**config.mk**
```make
export PLATFORM = sky130hd
export DESIGN_NAME = access_control_n_flat
export DESIGN_NICKNAME = d
export VERILOG_FILES = /design/src/rtl/access_control_n_if.sv /design/src/rtl/access_control_n.sv /design/src/flat_wrapper.sv
export SDC_FILE = /design/constraint.sdc
export NUM_CORES = 1
export LEC_CHECK = 0
export CAP_MARGIN = 20
export CELL_PAD_IN_SITES_DETAIL_PLACEMENT = 1
export CELL_PAD_IN_SITES_GLOBAL_PLACEMENT = 1
export CORE_MARGIN = 5
export CORE_UTILIZATION = 36
export DETAILED_ROUTE_END_ITERATION = 8
export MAX_ROUTING_LAYER = met4
export PLACE_DENSITY = 0.7
export SETUP_SLACK_MARGIN = 0.3
export SLEW_MARGIN = 10
export SYNTH_ARGS = -nofsm -noshare
export SYNTH_HDL_FRONTEND = slang
export SYNTH_SLANG_ARGS = --single-unit
```
**constraint.sdc**
```tcl
create_clock -name Clk -period 1.6 [get_ports Clk]
set_clock_uncertainty 0.15 [all_clocks]
set_input_delay 0.32 -clock Clk [delete_from_list [all_inputs] [get_ports Clk]]
set_output_delay 0.32 -clock Clk [all_outputs]
set_load 0.005 [all_outputs]
```
**src/rtl/access_control_n_if.sv**
```systemverilog
// access_control_n_if: board-side signal bundle for access_control_n.
//   master : the switch/pushbutton side (drives psh, swtch, lock, ldIn)
//   slave  : the access-control block (drives ld_out, LEDs, tries_left)
//   psh        entry enable; swtch is sampled on edges where psh is high
//   swtch      serial code bit, MSB of the code entered first
//   lock       relock / abort-entry request, level-sampled
//   ldIn       N_CH raw load requests
//   ld_out     N_CH gated loads, registered
//   led_grant  high while access is granted
//   led_deny   one-cycle pulse after a wrong code
//   locked     high during the timed lockout
//   tries_left remaining wrong attempts before lockout
interface access_control_n_if #(
    parameter int unsigned N_CH      = 2,
    parameter int unsigned MAX_TRIES = 3
);
    localparam int unsigned TriesW = $clog2(MAX_TRIES + 1);

    logic              psh;
    logic              swtch;
    logic              lock;
    logic [N_CH-1:0]   ldIn;
    logic [N_CH-1:0]   ld_out;
    logic              led_grant;
    logic              led_deny;
    logic              locked;
    logic [TriesW-1:0] tries_left;

    modport master (
        output psh, swtch, lock, ldIn,
        input  ld_out, led_grant, led_deny, locked, tries_left
    );

    modport slave (
        input  psh, swtch, lock, ldIn,
        output ld_out, led_grant, led_deny, locked, tries_left
    );
endinterface

```
**src/rtl/access_control_n.sv**
```systemverilog
// access_control_n: serial-code access control gating N_CH load channels.
// A CODE_LEN-bit code is shifted in MSB-first from swtch on edges where psh
// is high. A match opens the load channels (ld_out follows ldIn one cycle
// late) until lock is raised. A mismatch costs one try; running out of tries
// forces a LOCK_CYCLES-clock lockout, after which the tries are restored.
// Ports:
//   Clk  rising-edge clock
//   Rst  asynchronous active-high reset
//   bus  access_control_n_if.slave (psh, swtch, lock, ldIn in;
//        ld_out, led_grant, led_deny, locked, tries_left out)
module access_control_n #(
    parameter int unsigned         CODE_LEN    = 4,
    parameter logic [CODE_LEN-1:0] CODE        = 4'b1101,
    parameter int unsigned         N_CH        = 2,
    parameter int unsigned         MAX_TRIES   = 3,
    parameter int unsigned         LOCK_CYCLES = 8
) (
    input  logic                Clk,
    input  logic                Rst,
    access_control_n_if.slave   bus
);
    // Bit count only needs to reach CODE_LEN-1: it clears on the deciding bit.
    localparam int unsigned CntW   = $clog2(CODE_LEN);
    localparam int unsigned TriesW = $clog2(MAX_TRIES + 1);
    localparam int unsigned LockW  = $clog2(LOCK_CYCLES + 1);

    localparam logic [CntW-1:0]   CntLast  = CntW'(CODE_LEN - 1);
    localparam logic [TriesW-1:0] TriesMax = TriesW'(MAX_TRIES);
    localparam logic [LockW-1:0]  LockInit = LockW'(LOCK_CYCLES);

    if (CODE_LEN < 2) begin : g_bad_code_len
        $error("access_control_n: CODE_LEN must be at least 2");
    end
    if (N_CH < 1) begin : g_bad_n_ch
        $error("access_control_n: N_CH must be at least 1");
    end
    if (MAX_TRIES < 1) begin : g_bad_max_tries
        $error("access_control_n: MAX_TRIES must be at least 1");
    end
    if (LOCK_CYCLES < 1) begin : g_bad_lock_cycles
        $error("access_control_n: LOCK_CYCLES must be at least 1");
    end

    typedef enum logic [1:0] {StEnter, StGrant, StDeny, StLockout} state_e;

    state_e              state_q;
    logic [CODE_LEN-1:0] sr_q;
    logic [CntW-1:0]     cnt_q;
    logic [TriesW-1:0]   tries_q;
    logic [LockW-1:0]    lock_cnt_q;
    logic [N_CH-1:0]     ld_q;
    logic                grant_q;
    logic                deny_q;
    logic                locked_q;

    // Shift-register value including the bit sampled at this edge, so the
    // deciding bit takes part in the comparison.
    logic [CODE_LEN-1:0] sr_shift;
    assign sr_shift = {sr_q[CODE_LEN-2:0], bus.swtch};

    always_ff @(posedge Clk or posedge Rst) begin
        if (Rst) begin
            state_q    <= StEnter;
            sr_q       <= '0;
            cnt_q      <= '0;
            tries_q    <= TriesMax;
            lock_cnt_q <= '0;
            ld_q       <= '0;
            grant_q    <= 1'b0;
            deny_q     <= 1'b0;
            locked_q   <= 1'b0;
        end else begin
            unique case (state_q)
                StEnter: begin
                    if (bus.lock) begin
                        // Abort the partial entry; wins over a bit in the same cycle.
                        sr_q  <= '0;
                        cnt_q <= '0;
                    end else if (bus.psh) begin
                        sr_q <= sr_shift;
                        if (cnt_q == CntLast) begin
                            cnt_q <= '0;
                            if (sr_shift == CODE) begin
                                state_q <= StGrant;
                                grant_q <= 1'b1;
                                tries_q <= TriesMax;
                            end else begin
                                state_q <= StDeny;
                                deny_q  <= 1'b1;
                                tries_q <= tries_q - TriesW'(1);
                            end
                        end else begin
                            cnt_q <= cnt_q + CntW'(1);
                        end
                    end
                end
                StGrant: begin
                    if (bus.lock) begin
                        state_q <= StEnter;
                        grant_q <= 1'b0;
                        ld_q    <= '0;
                        sr_q    <= '0;
                    end else begin
                        ld_q <= bus.ldIn;
                    end
                end
                StDeny: begin
                    deny_q <= 1'b0;
                    if (tries_q != '0) begin
                        state_q <= StEnter;
                    end else begin
                        state_q    <= StLockout;
                        locked_q   <= 1'b1;
                        lock_cnt_q <= LockInit;
                    end
                end
                StLockout: begin
                    lock_cnt_q <= lock_cnt_q - LockW'(1);
                    if (lock_cnt_q == LockW'(1)) begin
                        state_q  <= StEnter;
                        locked_q <= 1'b0;
                        tries_q  <= TriesMax;
                    end
                end
                default: begin
                    state_q <= StEnter;
                end
            endcase
        end
    end

    assign bus.ld_out     = ld_q;
    assign bus.led_grant  = grant_q;
    assign bus.led_deny   = deny_q;
    assign bus.locked     = locked_q;
    assign bus.tries_left = tries_q;
endmodule

```
**src/flat_wrapper.sv**
```systemverilog
// flat-port wrapper written by rule: the top's interface ports become plain ports
module access_control_n_flat 
#(
    parameter int unsigned         CODE_LEN    = 4,
    parameter logic [CODE_LEN-1:0] CODE        = 4'b1101,
    parameter int unsigned         N_CH        = 2,
    parameter int unsigned         MAX_TRIES   = 3,
    parameter int unsigned         LOCK_CYCLES = 8
)
  (Clk, Rst, bus_psh, bus_swtch, bus_lock, bus_ldIn, bus_ld_out, bus_led_grant, bus_led_deny, bus_locked, bus_tries_left);
  access_control_n_if #(.N_CH(N_CH), .MAX_TRIES(MAX_TRIES)) bus_i ();
  input  logic Clk;
  input  logic Rst;
  input wire logic [$bits(bus_i.psh)-1:0] bus_psh;
  input wire logic [$bits(bus_i.swtch)-1:0] bus_swtch;
  input wire logic [$bits(bus_i.lock)-1:0] bus_lock;
  input wire logic [$bits(bus_i.ldIn)-1:0] bus_ldIn;
  output wire logic [$bits(bus_i.ld_out)-1:0] bus_ld_out;
  output wire logic [$bits(bus_i.led_grant)-1:0] bus_led_grant;
  output wire logic [$bits(bus_i.led_deny)-1:0] bus_led_deny;
  output wire logic [$bits(bus_i.locked)-1:0] bus_locked;
  output wire logic [$bits(bus_i.tries_left)-1:0] bus_tries_left;
  assign bus_i.psh = bus_psh;
  assign bus_i.swtch = bus_swtch;
  assign bus_i.lock = bus_lock;
  assign bus_i.ldIn = bus_ldIn;
  assign bus_ld_out = bus_i.ld_out;
  assign bus_led_grant = bus_i.led_grant;
  assign bus_led_deny = bus_i.led_deny;
  assign bus_locked = bus_i.locked;
  assign bus_tries_left = bus_i.tries_left;
  access_control_n #(.CODE_LEN(CODE_LEN), .CODE(CODE), .N_CH(N_CH), .MAX_TRIES(MAX_TRIES), .LOCK_CYCLES(LOCK_CYCLES)) u_core (.Clk(Clk), .Rst(Rst), .bus(bus_i));
endmodule
```
==> qor.yml <==
synthesis:
  post_synth_num_cell_types: 31
  synth-seq-cells: 18
  number_of_warnings_printed_during_yosys_synthesis: 0
  mappedNetlistNets: 96
  syn_area_sq_um: 927
  syn-instance-count: 85
  avgSynthCellArea_sq_um: 10.9
  ys_seq_area_share_pct: 48.9
worst_setup_path:
  cp_slowest_cell: "mux4_2"
  critical_path_launch_point_type: "register"
  required_ns: 1.70
  reg2reg_to: "u_core.state_q[0]"
  cp_cell_sequence: "inv_2 -> ha_4 -> nor3b_4 -> mux4_2 -> nor2_2"
  worstSetupPathDepth: 5
  worst_ep_arrival_time_ns: 1.63
  cp_top_family: "multiplexers"
  critical_path.n_buffers_inverters: 1
  ff2ff_setup_slack_ns: 0.06
  worstSetupEndpointType: "register"
  setup.worst_path.end: "u_core.state_q[0]"
  path_class: "register to register"
  critical-path-max-stage-delay_ns: 0.46
  timing_startpoint_of_the_critical_path: "u_core.lock_cnt_q[1]"
  r2r_path_start: "u_core.lock_cnt_q[1]"
  crit_fanout: 3
  timing.reg2reg.worst_path_depth: 5
placed_design:
  detailedPlacementHpwl_mm: 1.66
  placed_cells_incl_taps: 133
  preCtsSetupSlack_ns: -0.263
  placement.io_buffers: 13
  gpl.final_weighted_congestion: 0.750
pwr:
  intPower_mw: 1.55
  switchingPower_mw: 0.946
  pwr-share-clk_pct: 12.0
  seq_power_share_pct: 32.5
  power.density_cell_area_nw_per_um2: 1730
  p_leak_nw: 0.661
  power_frac_comb_pct: 55.5
  report.power.total_mw: 2.49
  irDropWorstVdd_uv: 1180
  netSwitchingFraction_pct: 38.0
routing:
  starting_drt_drc_count: 17
  antenna_left: 0
  routed_via_density: 5.41
  routed-via-count: 855
  detail_route.wl_per_cell_um: 18.1
  drcViolationCount: 0
  drtPass1Iterations: 4
  routed_wl_mm: 2.85
grt:
  antenna_violations_before_repair: 0
  via_count_of_the_first_global_routing_pass: 866
  grt.overflow.total: 0
  largest_net_degree_at_the_start_of_global_routing: 19
  grt_pass1_wl_mm: 4.20
  track_usage_pct: 16.4
clock_network:
  clock_latency_ns: 0.31
  cts_hold_buffers: 0
  ctsHtreeMaxLevel: 1
  worst_setup_hold_path_clk_slew_ns: 0.11
  cts.sinks: 18
  tritoncts: "built"
  cts-root-buf: "clkbuf_4"
  ctsLongestPathBuffers: 2
  numCtsBuffers: 3
sta:
  rsz0062_at_grt: "yes"
  finalSetupViolCount: 0
  hold_viol_final: 0
  worst_pin_slew_ns: 0.340
  relSlewSlack_pct: 77.2
  final_min_period_over_clock_period_pct: 96.0
  finalSetupTns_ns: 0
  clock.fmax_mhz: 651
  slew_violations: 0
  worst_slack_ns: 0.0638
  timing.final.crit_period_ns: 1.54
flow_run:
  drv.max_cap_violation_count: 0
layout:
  fillers: 267
  most-common-layout-cells: "24 x buf_4, 14 x dfrtp_1, 8 x nand2_1"
  area_taken_by_multi_input_logic_gates_sq_um: 528
  finish.utilization_pct: 58.0
  areaGrowthSynthToFinish_pct: 55.1
  layout-drive-gt1-share_pct: 51.6
  antenna_cells_inserted: 0
  layout.cells.most_common: "buf_4"
  layout.area.seq_sq_um: 455
  final_cells: 158
  final_nets: 140
floorplanning:
  initial_utilization_pct: 37.4
  die-area_sq_um: 3690
  core_region_area_sq_um: 2480
  die_h_um: 60.8
  io_pins: 14
  rows: 18
  die_width_um: 60.8
run_status:
  run_status: "finished, final reports clean"
hold_path:
  worst_hold_path_type: "primary input to asynchronous set/reset pin"
## cell usage after synthesis
| master | number | share of area (%) |
|---|---|---|
| dfrtp_1 | 16 | 43 |
| nand2_1 | 10 | 4.0 |
| inv_1 | 8 | 3.2 |
| o21ai_0 | 7 | 3.8 |
| a22o_1 | 6 | 5.7 |
| ha_1 | 4 | 5.4 |
| mux2i_1 | 3 | 3.2 |
| nor2_1 | 3 | 1.2 |
| a21oi_1 | 2 | 1.1 |
| a2bb2oi_1 | 2 | 1.9 |
| buf_2 | 2 | 1.1 |
| dfstp_2 | 2 | 5.7 |
| nand2b_1 | 2 | 1.3 |
| a211oi_1 | 1 | 0.81 |
| a21o_1 | 1 | 0.81 |
| a2bb2oi_2 | 1 | 1.6 |
| a32o_2 | 1 | 1.2 |
| and2_1 | 1 | 0.68 |
| and3_1 | 1 | 0.68 |
| buf_6 | 1 | 1.2 |
| mux4_2 | 1 | 2.4 |
| nand3b_1 | 1 | 0.81 |
| nand4_1 | 1 | 0.68 |
| nand4b_1 | 1 | 0.94 |
| nor2b_1 | 1 | 0.68 |
| nor3_1 | 1 | 0.54 |
| nor3b_1 | 1 | 0.81 |
| nor4b_4 | 1 | 2.6 |
| o21a_1 | 1 | 0.81 |
| o2bb2ai_1 | 1 | 0.94 |
| o32ai_1 | 1 | 0.94 |
## power by group through the flow
stage,registers [mW],logic [mW],clock network [mW]
2_1_floorplan,0.748,0.580,0
3_3_place_gp,0.787,0.800,0
3_5_place_dp,0.800,0.836,0
4_1_cts,0.803,1.11,0.296
5_1_grt,0.833,1.51,0.325
6_report,0.810,1.38,0.298
## worst min-delay path by stage
stage                              start                    to  cells past startpoint
floorplan                            Rst  u_core.bus.ld_out[0]                      1
global placement    u_core.bus.ld_out[0]  u_core.bus.ld_out[0]                      2
detailed placement  u_core.bus.ld_out[0]  u_core.bus.ld_out[0]                      2
CTS                                  Rst     u_core.state_q[0]                      3
global route                         Rst  u_core.bus.led_grant                      3
finish                               Rst  u_core.bus.led_grant                      3
## flip-flops by register name, summed over array words and instances, names as in the netlist
signal                 flops
u_core.state_q             2
u_core.bus.ld_out          2
u_core.bus.tries_left      2
u_core.bus.locked          1
u_core.cnt_q               2
u_core.sr_q                3
u_core.bus.led_grant       1
u_core.bus.led_deny        1
u_core.lock_cnt_q          4
## what timing repair did
action	in CTS	in global routing
pin swaps	9	9
setup buffers	11	10
endpoints found under the setup margin	23	23
resized for setup	51	13
## cell type report
type                    count  share of cell area (%)
repair buffers             42                    24.0
inverters                   8                    2.44
well taps                  30                    2.61
clock buffers               4                    2.52
flip-flops and latches     18                    31.7
multi-input cells          56                    36.7
## worst reg2reg max path, cell delays in order, from the launching register on
cell and delay (ns):
dfrtp_1 0.40, inv_2 0.07, ha_4 0.15, nor3b_4 0.16
mux4_2 0.46, nor2_2 0.09
## kinds of logic (layout without fill, tap and decap cells)
kind of cell / count (synthesis) / in the layout / share of synthesized area, %
AOI/OAI and AO/OA: 24 / 24 / 19.6
adders and majority gates: 4 / 4 / 5.40
and+or+nand+nor: 24 / 24 / 15.0
buffers and inverters: 11 / 54 / 5.53
DFF: 18 / 18 / 48.9
muxes: 4 / 4 / 5.67
## through the flow
stage	cell area, sq um	hold WS (ns)
6_report	1440	0.163
5_1_grt	1440	0.185
4_1_cts	1320	0.173
3_5_place_dp	1150	0.329
2_1_floorplan	950	0.107
3_3_place_gp	1150	0.316
## metal layers
layer	track usage [%]	up-vias	wire length (um)
met1	20.3	429	1160
met3	3.40	11	141
met2	26.6	26	1460
met5	-	-	0
met4	5.88	0	93
li1	-	389	-
(Power assumes the default switching activity.)
